$ cat src/rtl/ks_bist_ctrl_if.sv
// Test-mode bus between the BIST controller and the adder under test.
// The master side is the controller; the slave side is the adder harness or host.
interface ks_bist_ctrl_if #(
  parameter int CNT_W = 10
);
  logic             start;
  logic [3:0]       a;
  logic [3:0]       b;
  logic             cin;
  logic [4:0]       sum_in;
  logic             busy;
  logic             done;
  logic             pass;
  logic [CNT_W-1:0] err_count;
  logic [8:0]       first_fail_vec;
  logic [4:0]       first_fail_sum;

  modport master (
    input  start, sum_in,
    output a, b, cin, busy, done, pass, err_count, first_fail_vec, first_fail_sum
  );

  modport slave (
    output start, sum_in,
    input  a, b, cin, busy, done, pass, err_count, first_fail_vec, first_fail_sum
  );
endinterface

$ cat src/rtl/ks_bist_ctrl.sv
// BIST engine for the 4-bit Kogge-Stone adder: presents vectors, checks the
// returned sum one cycle later against a+b+cin, and keeps pass/fail results.
module ks_bist_ctrl #(
  parameter int         MODE        = 0,
  parameter int         NUM_VECTORS = 512,
  parameter logic [7:0] LFSR_SEED   = 8'hA5,
  parameter int         CNT_W       = 10
) (
  input  logic           clk,
  input  logic           rst_n,
  ks_bist_ctrl_if.master bus
);

  typedef enum logic [1:0] {IDLE, RUN, DRAIN, DONE} state_e;

  state_e           state_q, state_d;
  logic [9:0]       idx_q, idx_d;
  logic [7:0]       lfsr_q, lfsr_d;
  logic [8:0]       vec_q, vec_d;      // presented {cin,a,b}
  logic             vld_q, vld_d;      // compare stage holds a sample
  logic [4:0]       gold_q, gold_d;
  logic [4:0]       samp_q, samp_d;
  logic [8:0]       cvec_q, cvec_d;    // vector belonging to the sample
  logic [CNT_W-1:0] err_q, err_d;
  logic [8:0]       ffv_q, ffv_d;
  logic [4:0]       ffs_q, ffs_d;
  logic             mismatch;
  logic [4:0]       cur_gold;

  // x^8+x^6+x^5+x^4+1, shifting toward the MSB
  function automatic logic [7:0] lfsr_step(logic [7:0] s);
    return {s[6:0], s[7] ^ s[5] ^ s[4] ^ s[3]};
  endfunction

  function automatic logic [8:0] vec_of(logic [8:0] idx, logic [7:0] s);
    return (MODE == 1) ? {s[7] ^ s[0], s} : idx;
  endfunction

  assign cur_gold = 5'(vec_q[7:4]) + 5'(vec_q[3:0]) + 5'(vec_q[8]);
  assign mismatch = vld_q && (samp_q != gold_q);

  always_comb begin
    state_d = state_q;
    idx_d   = idx_q;
    lfsr_d  = lfsr_q;
    vec_d   = vec_q;
    vld_d   = 1'b0;
    gold_d  = gold_q;
    samp_d  = samp_q;
    cvec_d  = cvec_q;
    err_d   = err_q;
    ffv_d   = ffv_q;
    ffs_d   = ffs_q;

    if (mismatch) begin
      if (err_q != {CNT_W{1'b1}}) err_d = err_q + CNT_W'(1);
      if (err_q == '0) begin
        ffv_d = cvec_q;
        ffs_d = samp_q;
      end
    end

    unique case (state_q)
      IDLE, DONE: begin
        if (bus.start) begin
          state_d = RUN;
          idx_d   = '0;
          lfsr_d  = LFSR_SEED;
          vec_d   = vec_of(9'd0, LFSR_SEED);
          err_d   = '0;
          ffv_d   = '0;
          ffs_d   = '0;
        end
      end
      RUN: begin
        vld_d  = 1'b1;
        gold_d = cur_gold;
        samp_d = bus.sum_in;
        cvec_d = vec_q;
        // last vector stays on the bus while its sample drains
        if (idx_q == 10'(NUM_VECTORS - 1)) begin
          state_d = DRAIN;
        end else begin
          idx_d  = idx_q + 10'd1;
          lfsr_d = lfsr_step(lfsr_q);
          vec_d  = vec_of(idx_d[8:0], lfsr_d);
        end
      end
      DRAIN:   state_d = DONE;
      default: state_d = IDLE;
    endcase
  end

  always_ff @(posedge clk) begin
    if (!rst_n) begin
      state_q <= IDLE;
      idx_q   <= '0;
      lfsr_q  <= LFSR_SEED;
      vec_q   <= '0;
      vld_q   <= 1'b0;
      gold_q  <= '0;
      samp_q  <= '0;
      cvec_q  <= '0;
      err_q   <= '0;
      ffv_q   <= '0;
      ffs_q   <= '0;
    end else begin
      state_q <= state_d;
      idx_q   <= idx_d;
      lfsr_q  <= lfsr_d;
      vec_q   <= vec_d;
      vld_q   <= vld_d;
      gold_q  <= gold_d;
      samp_q  <= samp_d;
      cvec_q  <= cvec_d;
      err_q   <= err_d;
      ffv_q   <= ffv_d;
      ffs_q   <= ffs_d;
    end
  end

  assign bus.a              = vec_q[7:4];
  assign bus.b              = vec_q[3:0];
  assign bus.cin            = vec_q[8];
  assign bus.busy           = (state_q == RUN) || (state_q == DRAIN);
  assign bus.done           = (state_q == DONE);
  assign bus.pass           = (state_q == DONE) && (err_q == '0);
  assign bus.err_count      = err_q;
  assign bus.first_fail_vec = ffv_q;
  assign bus.first_fail_sum = ffs_q;

endmodule

$ cat src/flat_wrapper.sv
// flat-port wrapper written by rule: the top's interface ports become plain ports
module ks_bist_ctrl_flat 
#(
  parameter int         MODE        = 0,
  parameter int         NUM_VECTORS = 512,
  parameter logic [7:0] LFSR_SEED   = 8'hA5,
  parameter int         CNT_W       = 10
)
  (clk, rst_n, bus_start, bus_sum_in, bus_a, bus_b, bus_cin, bus_busy, bus_done, bus_pass, bus_err_count, bus_first_fail_vec, bus_first_fail_sum);
  ks_bist_ctrl_if #(.CNT_W(CNT_W)) bus_i ();
  input  logic clk;
  input  logic rst_n;
  input wire logic [$bits(bus_i.start)-1:0] bus_start;
  input wire logic [$bits(bus_i.sum_in)-1:0] bus_sum_in;
  output wire logic [$bits(bus_i.a)-1:0] bus_a;
  output wire logic [$bits(bus_i.b)-1:0] bus_b;
  output wire logic [$bits(bus_i.cin)-1:0] bus_cin;
  output wire logic [$bits(bus_i.busy)-1:0] bus_busy;
  output wire logic [$bits(bus_i.done)-1:0] bus_done;
  output wire logic [$bits(bus_i.pass)-1:0] bus_pass;
  output wire logic [$bits(bus_i.err_count)-1:0] bus_err_count;
  output wire logic [$bits(bus_i.first_fail_vec)-1:0] bus_first_fail_vec;
  output wire logic [$bits(bus_i.first_fail_sum)-1:0] bus_first_fail_sum;
  assign bus_i.start = bus_start;
  assign bus_i.sum_in = bus_sum_in;
  assign bus_a = bus_i.a;
  assign bus_b = bus_i.b;
  assign bus_cin = bus_i.cin;
  assign bus_busy = bus_i.busy;
  assign bus_done = bus_i.done;
  assign bus_pass = bus_i.pass;
  assign bus_err_count = bus_i.err_count;
  assign bus_first_fail_vec = bus_i.first_fail_vec;
  assign bus_first_fail_sum = bus_i.first_fail_sum;
  ks_bist_ctrl #(.MODE(MODE), .NUM_VECTORS(NUM_VECTORS), .LFSR_SEED(LFSR_SEED), .CNT_W(CNT_W)) u_core (.clk(clk), .rst_n(rst_n), .bus(bus_i));
endmodule
$ cat config.mk
export PLATFORM = sky130hd
export DESIGN_NAME = ks_bist_ctrl_flat
export DESIGN_NICKNAME = d
export VERILOG_FILES = /design/src/rtl/ks_bist_ctrl_if.sv /design/src/rtl/ks_bist_ctrl.sv /design/src/flat_wrapper.sv
export SDC_FILE = /design/constraint.sdc
export NUM_CORES = 1
export LEC_CHECK = 0
export ABC_AREA = 1
export CORE_ASPECT_RATIO = 1.2
export CORE_MARGIN = 2
export CORE_UTILIZATION = 25
export DETAILED_ROUTE_END_ITERATION = 8
export PLACE_DENSITY = 0.4
export RECOVER_POWER = 25
export SYNTH_ARGS = -nofsm -noshare
export SYNTH_HDL_FRONTEND = slang
export SYNTH_SLANG_ARGS = --single-unit
export TNS_END_PERCENT = 1
$ cat constraint.sdc
create_clock -name clk -period 2.45 [get_ports clk]
set_clock_uncertainty 0.05 [all_clocks]
set_input_delay 0.3675 -clock clk [delete_from_list [all_inputs] [get_ports clk]]
set_output_delay 0.3675 -clock clk [all_outputs]
set_load 0.02 [all_outputs]
==> results list <==
- Run status: completed
* Maximum frequency from static timing analysis: 0.461 GHz
- By area, the combinational part of the netlist is dominated by simple AND/OR/NAND/NOR gates.
* Synthesized Nets: 433
- Warning count from the yosys run: 0
- Critical Path Sink Type: primary output
* Number of global-route vias before repair: 2315
- Design Area, Final: 3570 um2
- Remaining Overflow, GRT: 0
* I/O Pins: 44
* Yosys cell types: 28
- In the post-route analysis, the smallest setup slack over all paths is 0.281 ns.
- 0 antenna diodes ended up in the layout.
- FF+latch count, synth: 56
* CTS buffer count: 5
* Initial core utilization: 0.258
- After synthesis, the cell types taking the most area are sky130_fd_sc_hd__dfxtp_1 (39%), sky130_fd_sc_hd__nand2_1 (12%), sky130_fd_sc_hd__inv_1 (8.8%).
* Clock-pin slew of the registers on the worst-case setup and hold paths: 0.07 ns
- Worst-Skew Late Latency: 0.30 ns
* Ratio of routed vias to standard cells: 4.09
- Total Wirelength: 7.13 mm
* Largest net degree at the start of global routing: 29
- Worst path cell trace: inv_1 > ha_1 > inv_1 > clkdlybuf4s50_1
* Fraction of layout instances using a drive strength above 1: 0.0505
- Relative to the synthesized area, the layout overhead comes to 24.9%.
- The final-report max-slew violation count is 0.
- Final weighted congestion in routability-driven placement: 0.816
- Setup violations remaining at the end of the flow were counted as 0.
- Number of antenna violations at the first check in global routing: 0
- Wire length of the first global-routing pass: 11.6 mm
- Top cell type by total area after synthesis: sky130_fd_sc_hd__dfxtp_1
* Leakage: 0.00152 uW
- For this run, the number of standard cells in the final layout without fillers is 609.
- Measured slew at the worst slew-check pin: 0.915 ns
- Proportion of synthesized area in mux cells: 0
* Placement-stage worst setup slack: 0.357 ns
* Mean routed wirelength per cell: 11.7 um
- Cell repeated most along the worst path: sky130_fd_sc_hd__inv_1
* Instance area after placement: 3420 um2
- Total GRT Usage: 0.121
- Most common cell after layout, fill and taps aside: sky130_fd_sc_hd__nand2_1
- Chip Width: 102 um
* Cell count after placement: 601
- For the final routed database, the setup TNS stands at 0 ns.
- Crit path buffers/inverters: 3
- In this design, the stage delay of the slowest critical-path cell is 0.61 ns.
* Post-CTS Setup Repair Bufs: 0
* Site row count: 42
- Area share of the largest cell type after synthesis: 0.392
- DRC: 0
* Clk sink count: 56
* Length of the first detailed-routing pass in iterations: 4
- Clock tree synthesis selected as its root buffer the cell sky130_fd_sc_hd__clkbuf_16.
* Post-Syn Area: 2860 um2
- After the first detailed-routing iteration, the DRC count stood at 115.
* DIE AREA: 12300 um2
* Normalized max-slew margin: 0.390
- The final layout contains 473 nets.
- H-tree level count: 2
- The routed layout has 2493 vias.
- Synthesis produced a netlist whose cell count is 414.
- The critical path in this run is classified as reg -> out.
- Basic-gate share of the synthesized area counting and, or, nand and nor cells: 0.271
- CTS max path bufs: 2
* Required @ worst endpoint: 2.03 ns
- Final hold viol count: 0
- Max-cap violations in this run came to 0.
- STA puts the critical path data arrival time at 1.75 ns.
* Power Dens Cells: 859 nW/um2
- For this design, the slowest cell found on the critical path is sky130_fd_sc_hd__clkdlybuf4s50_1.
* Commonest cells after routing, fill and taps aside: sky130_fd_sc_hd__nand2_1 (93), sky130_fd_sc_hd__inv_1 (67), sky130_fd_sc_hd__dfxtp_1 (56), sky130_fd_sc_hd__nor2_1 (50), sky130_fd_sc_hd__clkdlybuf4s50_1 (36)
- Power comes to 3070 uW.
- Setup repair after global routing missed its margin: no
* Count of port buffers added during placement: 43
- CTS tree: yes
* Core Box Area: 11100 um2
* Worst vdd ir: 0.000417 V
- Of the total synthesized cell area, the portion taken by XOR and XNOR cells is 0.0276.
- Dividing the final minimum period by the clock period gives 0.885.
- Chip Height: 121 um
* Clock period minus final worst setup slack: 2.17 ns
- Once detailed placement completed, the half-perimeter wirelength came to 5.30 mm.
- For this run, the register share of the synthesized area comes to 0.392.
* Post-Syn Area per Cell: 6.91 um2
- Synth Area in Compound Gates: 0.126
- Counting the fill cells in the layout gives 1203.
- On the critical path the largest part of the delay comes from buffers and inverters.
* Crit path max fanout: 3
- Hold WC Path Type: reg -> reg
- Number of nets still failing antenna checks after routing: 0
- CP startpoint kind: flop
- Of the total synthesized cell area, the portion taken by full adders, half adders and majority gates is 0.0534.
* Hold Buf Count CTS: 0
[Yosys cell counts]
library cell and number:
sky130_fd_sc_hd__a21o_1 1, sky130_fd_sc_hd__a21oi_1 33, sky130_fd_sc_hd__a21oi_2 1, sky130_fd_sc_hd__and2_1 1, sky130_fd_sc_hd__buf_4 8, sky130_fd_sc_hd__buf_6 3, sky130_fd_sc_hd__clkbuf_1 7, sky130_fd_sc_hd__dfxtp_1 56
sky130_fd_sc_hd__fa_1 2, sky130_fd_sc_hd__ha_1 9, sky130_fd_sc_hd__inv_1 67, sky130_fd_sc_hd__nand2_1 93, sky130_fd_sc_hd__nand2_2 1, sky130_fd_sc_hd__nand3_1 23, sky130_fd_sc_hd__nand3_4 1, sky130_fd_sc_hd__nand4_1 3
sky130_fd_sc_hd__nor2_1 50, sky130_fd_sc_hd__nor2_2 1, sky130_fd_sc_hd__nor3_1 5, sky130_fd_sc_hd__nor3_4 1, sky130_fd_sc_hd__o21ai_0 20, sky130_fd_sc_hd__o21ai_1 14, sky130_fd_sc_hd__o21bai_1 1, sky130_fd_sc_hd__or2_1 1
sky130_fd_sc_hd__or2_2 2, sky130_fd_sc_hd__or2_4 1, sky130_fd_sc_hd__xnor2_1 2, sky130_fd_sc_hd__xor2_1 7
[power breakdown]
group          total, uW  internal, uW  switching, uW
clock                749           388            361
sequential          1230          1100            126
combinational       1090           396            696
total               3070          1880           1180
[final cells by class]
type,instances,area [um2],area share
Multi-Input combinational cell,273,1370,0.383
Timing Repair Buffer,51,489,0.137
Clock inverter,3,25.0,0.00701
Tap cell,154,193,0.0540
Clock buffer,5,125,0.0350
Inverter,67,251,0.0704
Sequential cell,56,1120,0.314
[metal layers]
layer | GRT usage | vias up | routed length [um]
met5 | 0 | - | 0
met4 | 0.0405 | 0 | 107
met3 | 0.0230 | 6 | 251
met2 | 0.185 | 44 | 3080
met1 | 0.169 | 1077 | 3690
li1 | - | 1366 | -
[path summary, 6_finish.rpt]
check | from | to | slack, ns | cells past startpoint
worst max register to register | u_core.vec_q[1]$_SDFFE_PN0P_ | u_core.vec_q[2]$_SDFFE_PN0P_ | 0.54 | 9
worst min register to register | u_core.state_q[1]$_SDFFE_PN0P_ | u_core.state_q[1]$_SDFFE_PN0P_ | 0.44 | 2
worst max-delay path | u_core.state_q[1]$_SDFFE_PN0P_ | bus_busy | 0.28 | 4
worst min-delay path | u_core.state_q[1]$_SDFFE_PN0P_ | u_core.state_q[1]$_SDFFE_PN0P_ | 0.44 | 2
[flip-flops by register name, indices dropped and copies added, names as in the netlist, 5 cells and up]
name / flops
u_core.cvec_q: 9
u_core.bus.first_fail_vec: 9
u_core.bus.err_count: 10
u_core.samp_q: 5
u_core.bus.first_fail_sum: 5
u_core.gold_q: 5
u_core.vec_q: 8
[cells by family after synthesis]
kind of cell               count (synthesis)
xor gates and xnor gates                   9
DFF                                       56
buffers and inverters                     85
adders and majority gates                 11
and+or+nand+nor                          183
AOI/OAI and AO/OA                         70
[through the flow]
stage | utilization | hold WS [ns]
floorplan | - | 0.406
global placement | 0.309 | 0.432
detailed placement | 0.309 | 0.435
CTS | 0.322 | 0.447
global route | 0.322 | 0.471
finish | 0.322 | 0.442
[worst register-to-register path, stage by stage (launching register included)]
cell and delay, ns:
sky130_fd_sc_hd__dfxtp_1 0.50, sky130_fd_sc_hd__ha_1 0.24, sky130_fd_sc_hd__nand2_1 0.09, sky130_fd_sc_hd__nor2_2 0.16, sky130_fd_sc_hd__nand3_1 0.13, sky130_fd_sc_hd__nand3_1 0.10
sky130_fd_sc_hd__nand2_2 0.17, sky130_fd_sc_hd__inv_1 0.21, sky130_fd_sc_hd__nand2_1 0.07, sky130_fd_sc_hd__a21oi_1 0.14
[timing repair]
item,CTS,global route
endpoints found under the setup margin,0,1
resized for setup,0,1
endpoints found under the hold margin,0,0
Note: power is estimated with default switching activity, not from simulation.
